File: src/rtl/decode_queue.sv
// Decode stage for the RV32I core: a DEPTH-entry instruction FIFO whose head is
// decoded into a registered control bundle, with valid/ready on both sides and flush.
module decode_queue #(
  parameter int DEPTH = 4,
  parameter int XLEN  = 32,
  parameter bit EN_M  = 1'b0
) (
  input  logic                     clock,
  input  logic                     reset,
  input  logic                     flush,
  input  logic                     in_valid,
  output logic                     in_ready,
  input  logic [31:0]              in_inst,
  input  logic [XLEN-1:0]          in_pc,
  output logic                     out_valid,
  input  logic                     out_ready,
  output logic [XLEN-1:0]          out_pc,
  output logic [4:0]               out_rd,
  output logic [4:0]               out_rs1,
  output logic [4:0]               out_rs2,
  output logic [XLEN-1:0]          out_imm,
  output logic [4:0]               out_alu_sel,
  output logic                     out_b_sel,
  output logic                     out_pc_sel,
  output logic                     out_brn_en,
  output logic [2:0]               out_brn_ctl,
  output logic                     out_jump,
  output logic                     out_d_rw,
  output logic                     out_mem_rd,
  output logic [1:0]               out_wb_sel,
  output logic                     out_wb_en,
  output logic                     out_illegal,
  output logic [$clog2(DEPTH):0]   count
);
  localparam int AW = $clog2(DEPTH);
  localparam int CW = AW + 1;

  typedef enum logic [6:0] {
    OPC_OP     = 7'b0110011,
    OPC_OP_IMM = 7'b0010011,
    OPC_LOAD   = 7'b0000011,
    OPC_STORE  = 7'b0100011,
    OPC_BRANCH = 7'b1100011,
    OPC_JAL    = 7'b1101111,
    OPC_JALR   = 7'b1100111,
    OPC_LUI    = 7'b0110111,
    OPC_AUIPC  = 7'b0010111,
    OPC_SYSTEM = 7'b1110011
  } opcode_e;

  typedef enum logic [1:0] {
    WB_MEM = 2'd0,
    WB_ALU = 2'd1,
    WB_PC4 = 2'd2
  } wb_sel_e;

  typedef struct packed {
    logic [XLEN-1:0] pc;
    logic [4:0]      rd;
    logic [4:0]      rs1;
    logic [4:0]      rs2;
    logic [XLEN-1:0] imm;
    logic [4:0]      alu_sel;
    logic            b_sel;
    logic            pc_sel;
    logic            brn_en;
    logic [2:0]      brn_ctl;
    logic            jump;
    logic            d_rw;
    logic            mem_rd;
    wb_sel_e         wb_sel;
    logic            wb_en;
    logic            illegal;
  } bundle_t;

  logic [31:0]     inst_mem [DEPTH];
  logic [XLEN-1:0] pc_mem   [DEPTH];
  logic [AW-1:0]   wr_ptr, rd_ptr;
  logic            push, load;
  logic [31:0]     head;
  opcode_e         opcode;
  logic [2:0]      funct3;
  logic [6:0]      funct7;
  logic [31:0]     imm32;
  bundle_t         dec, bundle_q;

  assign in_ready = (count < CW'(DEPTH));
  assign push     = in_valid && in_ready && !flush;
  assign load     = (!out_valid || out_ready) && (count != '0) && !flush;

  assign head   = inst_mem[rd_ptr];
  assign opcode = opcode_e'(head[6:0]);
  assign funct3 = head[14:12];
  assign funct7 = head[31:25];

  // NOTE: the storage array is deliberately left out of reset; count and the
  // pointers alone define which entries are meaningful.
  always_ff @(posedge clock) begin
    if (push) begin
      inst_mem[wr_ptr] <= in_inst;
      pc_mem[wr_ptr]   <= in_pc;
    end
  end

  // NOTE: every field gets a default before the case so no path leaves a latch.
  always_comb begin
    dec     = '0;
    imm32   = '0;
    dec.pc  = pc_mem[rd_ptr];
    dec.rd  = head[11:7];
    dec.rs1 = head[19:15];
    dec.rs2 = head[24:20];
    case (opcode)
      OPC_OP: begin
        dec.alu_sel = {funct7 == 7'b0000001, funct7[5], funct3};
        dec.wb_sel  = WB_ALU;
        dec.wb_en   = 1'b1;
        dec.illegal = !((funct7 == 7'b0000000) ||
                        (funct7 == 7'b0100000 && (funct3 == 3'b000 || funct3 == 3'b101)) ||
                        (funct7 == 7'b0000001 && EN_M));
      end
      OPC_OP_IMM: begin
        imm32       = {{20{head[31]}}, head[31:20]};
        dec.alu_sel = {1'b0, (funct3 == 3'b101) && funct7[5], funct3};
        // Shifts take the shamt from the rs2 field rather than the immediate.
        dec.b_sel   = !(funct3 == 3'b001 || funct3 == 3'b101);
        dec.wb_sel  = WB_ALU;
        dec.wb_en   = 1'b1;
      end
      OPC_LOAD: begin
        imm32      = {{20{head[31]}}, head[31:20]};
        dec.b_sel  = 1'b1;
        dec.mem_rd = 1'b1;
        dec.wb_sel = WB_MEM;
        dec.wb_en  = 1'b1;
      end
      OPC_STORE: begin
        imm32     = {{20{head[31]}}, head[31:25], head[11:7]};
        dec.b_sel = 1'b1;
        dec.d_rw  = 1'b1;
      end
      OPC_BRANCH: begin
        imm32       = {{19{head[31]}}, head[31], head[7], head[30:25], head[11:8], 1'b0};
        dec.pc_sel  = 1'b1;
        dec.b_sel   = 1'b1;
        dec.brn_en  = 1'b1;
        dec.brn_ctl = funct3;
        dec.illegal = (funct3 == 3'b010 || funct3 == 3'b011);
      end
      OPC_JAL: begin
        imm32      = {{11{head[31]}}, head[31], head[19:12], head[20], head[30:21], 1'b0};
        dec.pc_sel = 1'b1;
        dec.b_sel  = 1'b1;
        dec.jump   = 1'b1;
        dec.wb_sel = WB_PC4;
        dec.wb_en  = 1'b1;
      end
      OPC_JALR: begin
        imm32      = {{20{head[31]}}, head[31:20]};
        dec.b_sel  = 1'b1;
        dec.jump   = 1'b1;
        dec.wb_sel = WB_PC4;
        dec.wb_en  = 1'b1;
      end
      OPC_LUI, OPC_AUIPC: begin
        imm32      = {head[31:12], 12'h000};
        dec.b_sel  = 1'b1;
        dec.pc_sel = (opcode == OPC_AUIPC);
        dec.wb_sel = WB_ALU;
        dec.wb_en  = 1'b1;
      end
      OPC_SYSTEM: ;
      default: dec.illegal = 1'b1;
    endcase
    dec.imm = XLEN'($signed(imm32));
    if (dec.illegal) begin
      dec.wb_en  = 1'b0;
      dec.d_rw   = 1'b0;
      dec.mem_rd = 1'b0;
      dec.jump   = 1'b0;
      dec.brn_en = 1'b0;
    end
    if (dec.rd == 5'd0) dec.wb_en = 1'b0;
  end

  always_ff @(posedge clock) begin
    if (reset) begin
      wr_ptr    <= '0;
      rd_ptr    <= '0;
      count     <= '0;
      out_valid <= 1'b0;
      bundle_q  <= '0;
    end else if (flush) begin
      wr_ptr    <= '0;
      rd_ptr    <= '0;
      count     <= '0;
      out_valid <= 1'b0;
    end else begin
      if (push) wr_ptr <= wr_ptr + AW'(1);
      if (load) rd_ptr <= rd_ptr + AW'(1);
      count <= count + CW'(push) - CW'(load);
      if (load) begin
        out_valid <= 1'b1;
        bundle_q  <= dec;
      end else if (out_ready) begin
        out_valid <= 1'b0;
      end
    end
  end

  assign out_pc      = bundle_q.pc;
  assign out_rd      = bundle_q.rd;
  assign out_rs1     = bundle_q.rs1;
  assign out_rs2     = bundle_q.rs2;
  assign out_imm     = bundle_q.imm;
  assign out_alu_sel = bundle_q.alu_sel;
  assign out_b_sel   = bundle_q.b_sel;
  assign out_pc_sel  = bundle_q.pc_sel;
  assign out_brn_en  = bundle_q.brn_en;
  assign out_brn_ctl = bundle_q.brn_ctl;
  assign out_jump    = bundle_q.jump;
  assign out_d_rw    = bundle_q.d_rw;
  assign out_mem_rd  = bundle_q.mem_rd;
  assign out_wb_sel  = bundle_q.wb_sel;
  assign out_wb_en   = bundle_q.wb_en;
  assign out_illegal = bundle_q.illegal;
endmodule

File: config.mk
export PLATFORM = sky130hd
export DESIGN_NAME = decode_queue
export DESIGN_NICKNAME = d
export VERILOG_FILES = /design/src/rtl/decode_queue.sv
export SDC_FILE = /design/constraint.sdc
export NUM_CORES = 1
export LEC_CHECK = 0
export CAP_MARGIN = 20
export CORE_MARGIN = 10
export CORE_UTILIZATION = 44
export CTS_BUF_LIST = sky130_fd_sc_hd__clkbuf_4 sky130_fd_sc_hd__clkbuf_8
export DETAILED_ROUTE_END_ITERATION = 8
export PLACE_DENSITY = 0.67
export SKIP_CTS_REPAIR_TIMING = 1
export SLEW_MARGIN = 20
export SYNTH_ARGS = -nofsm -noshare
export SYNTH_HDL_FRONTEND = slang
export SYNTH_SLANG_ARGS = --single-unit
File: constraint.sdc
create_clock -name clock -period 5.9 [get_ports clock]
set_clock_uncertainty 0.2 [all_clocks]
set_input_delay 0.885 -clock clock [delete_from_list [all_inputs] [get_ports clock]]
set_output_delay 0.885 -clock clock [all_outputs]
set_load 0.02 [all_outputs]
==> results of run 1 <==
-- registers in the layout, indices dropped and copies added (netlist names), 2 cells and up, named ones only --
register and cells:
out_imm 32, out_rs1 5, out_alu_sel 5, inst_mem 128, out_brn_ctl 3, out_pc 32, out_rd 5, pc_mem 128
count 3, rd_ptr 2, wr_ptr 2, out_wb_sel 2, out_rs2 5
-- placed cells by master (no fill, tap or decap), types with 5 or more instances in the layout --
cell | Yosys | final
a211oi_2 | 11 | 11
a21oi_1 | 65 | 64
a221oi_1 | 5 | 5
a22oi_1 | 9 | 9
a31oi_1 | 9 | 9
buf_4 | 2 | 6
clkbuf_4 | 0 | 22
clkbuf_8 | 0 | 71
clkdlybuf4s50_1 | 0 | 169
clkinv_2 | 0 | 10
dfxtp_1 | 107 | 104
edfxtp_1 | 256 | 256
ha_1 | 6 | 6
inv_1 | 13 | 13
mux4_2 | 61 | 61
nand2_1 | 132 | 132
nand3_1 | 16 | 16
nor2_1 | 49 | 49
nor3_1 | 10 | 10
o21ai_0 | 5 | 5
-- how the worst min path moves through the flow --
stage	end	start	slack (ns)
after floorplan	out_brn_en	out_brn_en	0.32
after global placement	out_alu_sel[4]	out_alu_sel[4]	0.24
after detailed placement	out_pc[2]	out_pc[2]	0.25
after CTS	out_pc[2]	out_pc[2]	0.26
after global routing	out_pc[4]	out_pc[4]	0.27
final	out_pc[2]	out_pc[2]	0.25
-- synth_stat cells (all sizes together) (5+ instances only) --
| cell | instances | area share [%] |
|---|---|---|
| buf | 15 | 0.77 |
| a221oi | 5 | 0.32 |
| mux4 | 62 | 10 |
| a31oi | 9 | 0.41 |
| o21ai | 6 | 0.25 |
| edfxtp | 256 | 57 |
| a211oi | 15 | 1.2 |
| nand3 | 17 | 0.66 |
| clkbuf | 34 | 0.94 |
| ha | 6 | 0.55 |
| a21oi | 65 | 2.4 |
| dfxtp | 107 | 16 |
| inv | 14 | 0.39 |
| nand2 | 134 | 3.7 |
| nor3 | 12 | 0.56 |
| a22oi | 9 | 0.50 |
| nor2 | 50 | 1.4 |
| and2 | 5 | 0.23 |
-- critical path, delay by kind of cell (launching register included) --
kind	cells	cell delay, ns
multiplexers	1	0.74
AND/OR/NAND/NOR	4	0.74
AO/OA/AOI/OAI	1	0.73
flip-flops	1	0.59
buffers and inverters	1	0.46
-- report_power, final --
part           switching [mW]  leakage [nW]  total, mW  internal [mW]
clock network           0.940         0.677       2.25           1.31
logic                   0.232          1.49      0.404          0.171
registers              0.0292          3.19       2.82           2.79
total                    1.20          5.35       5.47           4.27
-- layout make-up --
cell class | count | area [um2] | area share, %
repair buffers | 175 | 1740 | 10.3
multi-input cells | 437 | 3480 | 20.7
diodes | 2 | 5.00 | 0.0297
clock inverters | 13 | 116 | 0.690
inverters | 14 | 53.8 | 0.319
clock buffers | 93 | 1140 | 6.77
well taps | 396 | 495 | 2.94
flip-flops and latches | 363 | 9830 | 58.3
-- layer usage --
layer  vias up  GRT usage, %  routed length, um
li1       3652             -                  -
met1      4007          19.9              13200
met2       259          27.4              15500
met3        47          4.38               2060
met4         0          4.02                503
met5         -             0                  0
-- metrics by stage --
| stage | area, um2 | instances | utilization, % | hold WS, ns |
|---|---|---|---|---|
| 6_report | 16900 | 1493 | 55.3 | 0.252 |
| 5_1_grt | 16900 | 1491 | 55.3 | 0.270 |
| 4_1_cts | 16900 | 1491 | 55.3 | 0.256 |
| 3_5_place_dp | 15600 | 1385 | 51.1 | 0.247 |
| 3_3_place_gp | 15600 | 1385 | 51.1 | 0.242 |
| 2_1_floorplan | 13600 | 863 | - | 0.315 |
-- kinds of logic after synthesis --
kind of cell | synth area share (%)
compound gates | 5.91
xor+xnor | 0.387
fa+ha+maj | 0.700
buf+inv | 2.10
flops | 72.4
mux | 10.3
simple gates | 8.21
==> metrics.log, run 1 <==
INFO  metric portBuffers = 170
INFO  metric syn-mean-instance-area = 15.7 um2
INFO  metric firstDrtPassIters = 4
INFO  metric report.final.hold_viol_count = 0
INFO  metric synth_async_sr_flop_share = 0%
INFO  metric finalWorstPathRequiredPeriod = 3.64 ns
INFO  metric dp_slack = 1.83 ns
INFO  metric drt_iter0_markers = 562
INFO  metric clock_root_buffer_master = clkbuf_8
INFO  metric row_count = 64
INFO  metric clkTransAtPathRegs = 0.06 ns
INFO  metric cts_made_buffers = 57
INFO  metric tritoncts_num_sinks = 363
INFO  metric seq_total_area_yosys = 72.4%
INFO  metric routed_wl = 31200 um
INFO  metric drt.antenna.violating_nets = 0
INFO  metric tightest_slew = 1.05 ns
INFO  metric leakage = 5.35 nW
INFO  metric clkLatencyLatePin = 0.58 ns
INFO  metric timing.final.ws_setup = 2.26 ns
INFO  metric synth_flop_cell = edfxtp_1
INFO  metric max-clock-path-buffers = 3
INFO  metric floorplan.initialDensity = 44.5%
INFO  metric power_per_cell_area = 325 nW/um2
INFO  metric crit-reg2reg-capture = out_imm[3]
INFO  metric floorplan.core_area = 30500 um2
INFO  metric tritoncts = built
INFO  metric number_of_instances_in_the_synthesized_netlist = 863
INFO  metric critPathMaxStageDelay = 0.74 ns
INFO  metric post_synth_instance_area = 13600 um2
INFO  metric crit_path_end_kind = register
INFO  metric critPathLaunchType = register
INFO  metric yosys_warnings = 0
INFO  metric timing.final.setup_violations = 0
INFO  metric setup.worst_path.class = register to register
INFO  metric status = complete, no violations
INFO  metric worst_vdd_ir = 0.224 mV
INFO  metric die_height = 196 um
INFO  metric timing.critical_path.to = out_imm[3]
INFO  metric rsz0062_at_grt = false
INFO  metric dpl.hpwl = 19600 um
INFO  metric place_congestion = 0.830
INFO  metric critPathRequiredTime = 6.12 ns
INFO  metric timing.critical_path.arrival = 3.86 ns
INFO  metric via_per_inst = 5.33
INFO  metric global_route_wire_length_before_repair = 48900 um
INFO  metric final-max-slew-violation-count = 0
INFO  metric syn_nets = 939
INFO  metric num-nets-final = 1124
INFO  metric critPathMaxFanout = 21
INFO  metric setup-tns-final = 0 ns
INFO  metric r2r.worst_path.cells = 7
INFO  metric worst_hold_path.num_cells = 2
INFO  metric totalPowerFinal = 5.47 mW
INFO  metric die_w = 196 um
INFO  metric overflow = 0
INFO  metric worstPathCellList = buf_4 -> mux4_1 -> and4b_1 -> nand3_2 -> nand2_2 -> o31ai_4 -> nor3_1
INFO  metric maximum_number_of_pins_on_one_net_before_global_route_repair = 87
INFO  metric grt_antenna_before_repair = 2
INFO  metric vias_in_the_first_global_route = 8497
INFO  metric synth.distinct_cells = 58
INFO  metric drive_above_1_share = 19.0%
INFO  metric routedWlPerCell = 20.9 um
INFO  metric ios = 171
INFO  metric route.detailed.drc = 0
INFO  metric cts_max_level = 2
INFO  metric drv_cap = 0
INFO  metric maxClockFrequency = 274 MHz
INFO  metric dr_total_vias = 7965
INFO  metric design.die.area = 38300 um2
INFO  metric post_synth_edffs = 256
INFO  metric nFillCells = 2492
INFO  metric reg2reg_slack = 2.26 ns
INFO  metric synth.ff_latch_count = 363
INFO  metric final.period_utilization = 61.8%
INFO  metric area_delta_synth_final = 24.2%
INFO  metric crit_path_max_delay_cell_type = mux4_1
INFO  metric groute.usage.overall = 16.1%
INFO  metric tightest_slew_margin_relative_to_the_limit = 30.2%
INFO  metric worstHoldPathType = register to register
No activity file was read; power rests on OpenSTA's default activity.
==> run 2, diff against run 1 <==
- PLACE_DENSITY: 0.67 -> 0.69
- clock period: 5.9 -> 3.3 ns (I/O delays scaled with it)
==> run 2 against run 1 <==
Non-clock buffer count up 19. Clock power up 77%. Hold slack worse by 0.076 ns. Largest cell class unchanged. Largest power group unchanged. Die area unchanged. Register-to-register slack worse by 1.8 ns.
==> metrics.log, run 2 (synthesized netlist as in run 1, its figures left out) <==
INFO  metric status = complete, no violations (unchanged)
INFO  metric critPathMaxFanout = 14 (was 21)
INFO  metric maxClockFrequency = 351 MHz (was 274 MHz)
INFO  metric tritoncts_num_sinks = 363 (unchanged)
INFO  metric die_height = 196 um (unchanged)
INFO  metric final_core_util = 56.0% (was 55.3%)
INFO  metric rsz0062_at_grt = false (unchanged)
INFO  metric portBuffers = 170 (unchanged)
INFO  metric setup-tns-final = 0 ns (unchanged)
INFO  metric power.sequential.fraction = 51.6% (about the same)
INFO  metric tightest_slew = 0.924 ns (was 1.05 ns)
INFO  metric report.final.hold_viol_count = 0 (unchanged)
INFO  metric setup.worst_path.class = register to register (unchanged)
INFO  metric groute.usage.overall = 15.8% (was 16.1%)
INFO  metric global_route_wire_length_before_repair = 48200 um (was 48900 um)
INFO  metric critPathRequiredTime = 3.62 ns (was 6.12 ns)
INFO  metric floorplan.initialDensity = 44.5% (unchanged)
INFO  metric netSwitchingFraction = 22.0% (was 21.9%)
INFO  metric dr_total_vias = 7927 (was 7965)
INFO  metric layout_commonest_cell = edfxtp_1 (unchanged)
INFO  metric dpl.hpwl = 20000 um (was 19600 um)
INFO  metric routed_wl = 31000 um (was 31200 um)
INFO  metric grt_antenna_before_repair = 3 (was 2)
INFO  metric drv_cap = 0 (unchanged)
INFO  metric combinationalPowerShare = 7.6% (was 7.4%)
INFO  metric finalWorstPathRequiredPeriod = 2.85 ns (was 3.64 ns)
INFO  metric leakage = 5.46 nW (was 5.35 nW)
INFO  metric area_delta_synth_final = 25.7% (was 24.2%)
INFO  metric ios = 171 (unchanged)
INFO  metric tritoncts = built (unchanged)
INFO  metric finish.cell_count_without_fillers = 1512 (was 1493)
INFO  metric via_per_inst = 5.24 (was 5.33)
INFO  metric commonest_non_fill_non_tap_cells_in_the_layout = 256 x edfxtp_1, 169 x clkdlybuf4s50_1, 132 x nand2_1 (unchanged)
INFO  metric cts_made_buffers = 56 (was 57)
INFO  metric max-clock-path-buffers = 3 (unchanged)
INFO  metric final-max-slew-violation-count = 0 (unchanged)
INFO  metric clkTransAtPathRegs = 0.06 ns (about the same)
INFO  metric cts_max_level = 2 (unchanged)
INFO  metric drive_above_1_share = 19.9% (was 19.0%)
INFO  metric tightest_slew_margin_relative_to_the_limit = 38.4% (was 30.2%)
INFO  metric route.detailed.drc = 0 (unchanged)
INFO  metric maximum_number_of_pins_on_one_net_before_global_route_repair = 91 (was 87)
INFO  metric design.die.area = 38300 um2 (unchanged)
INFO  metric final.period_utilization = 86.4% (was 61.8%)
INFO  metric timing.final.setup_violations = 0 (unchanged)
INFO  metric clock_power_share = 40.8% (was 41.1%)
INFO  metric vias_in_the_first_global_route = 8387 (was 8497)
INFO  metric row_count = 64 (unchanged)
INFO  metric floorplan.core_area = 30500 um2 (unchanged)
INFO  metric clkLatencyLatePin = 0.58 ns (about the same)
INFO  metric overflow = 0 (unchanged)
INFO  metric net-switching-power = 2.15 mW (was 1.20 mW)
INFO  metric routedWlPerCell = 20.5 um (was 20.9 um)
INFO  metric timing.critical_path.arrival = 3.17 ns (was 3.86 ns)
INFO  metric reg2reg_slack = 0.45 ns (was 2.26 ns)
INFO  metric placedCellCount = 1404 (was 1385)
INFO  metric firstDrtPassIters = 5 (was 4)
INFO  metric worstHoldPathType = input port to register (was register to register)
INFO  metric critPathLaunchType = register (unchanged)
INFO  metric num-nets-final = 1142 (was 1124)
INFO  metric crit_path_end_kind = register (unchanged)
INFO  metric worst_vdd_ir = 0.362 mV (was 0.224 mV)
INFO  metric place_congestion = 0.853 (was 0.830)
INFO  metric nFillCells = 2457 (was 2492)
INFO  metric drt.antenna.violating_nets = 0 (unchanged)
INFO  metric die_w = 196 um (unchanged)
INFO  metric top_regs = inst_mem x128, pc_mem x128 (unchanged)
INFO  metric internal-power = 7.63 mW (was 4.27 mW)
INFO  metric clock_root_buffer_master = clkbuf_8 (unchanged)
INFO  metric final.hold.worst_slack = 0.176 ns (was 0.252 ns)
INFO  metric drt_iter0_markers = 501 (was 562)
INFO  metric power_per_cell_area = 572 nW/um2 (was 325 nW/um2)
[run 2: cell count changes in the layout (fill, tap and decap cells not counted), sizes merged]
cell / delta
clkbuf: -4
clkinv: +2
buf: +19
bufinv: +1
clkinvlp: +1
[run 2: power by group through the flow]
stage | logic [mW] | clock network, mW | registers, mW
finish | 0.740 | 3.99 | 5.05
floorplan | 0.333 | 0 | 5.20
global placement | 0.739 | 0 | 5.14
global route | 0.798 | 4.30 | 5.06
CTS | 0.750 | 4.08 | 5.05
detailed placement | 0.746 | 0 | 5.14
[run 2: worst max-delay path, cell delays in order, from the launching register on]
cell and delay [ns]:
dfxtp_2 0.57, mux4_2 0.68, and4b_1 0.50, nand3_2 0.16, a21oi_1 0.42, a22oi_1 0.13
nor2_1 0.10
[run 2: stage by stage]
step | setup WS (ns) | instance area, um2 | total power, mW
floorplan | 0.0687 | 13600 | 5.53
global placement | 0.461 | 15800 | 5.88
detailed placement | 0.415 | 15800 | 5.89
CTS | 0.449 | 17100 | 9.88
global route | 0.228 | 17100 | 10.2
finish | 0.448 | 17100 | 9.78
[run 2: final cells by class]
type	instances	area, um2	area share (%)
diodes	2	5.00	0.0293
repair buffers	194	1970	11.5
multi-input cells	437	3480	20.4
inverters	14	53.8	0.315
clock inverters	17	159	0.931
flip-flops and latches	363	9830	57.6
clock buffers	89	1080	6.33
well taps	396	495	2.90
[run 2: final timing paths]
check                                    start              to  cells past startpoint
worst max-delay path                  register      out_imm[9]                      6
worst min-delay path                     reset      out_mem_rd                      2
worst max register to register        register      out_imm[9]                      6
worst min register to register  out_alu_sel[2]  out_alu_sel[2]                      2
[run 2: per-layer routing]
layer | vias up | share of wire [%] | global-route usage, %
met5 | - | 0 | 0
met4 | 0 | 1.6 | 4.50
met3 | 45 | 7.3 | 4.38
met2 | 284 | 49 | 26.2
met1 | 3901 | 42 | 19.8
li1 | 3697 | - | -
==> run 3, diff against run 2 <==
- SETUP_SLACK_MARGIN: unset -> 0.02
==> results of run 3 <==
The final DEF is identical to that of run 2; final timing and power are the same.
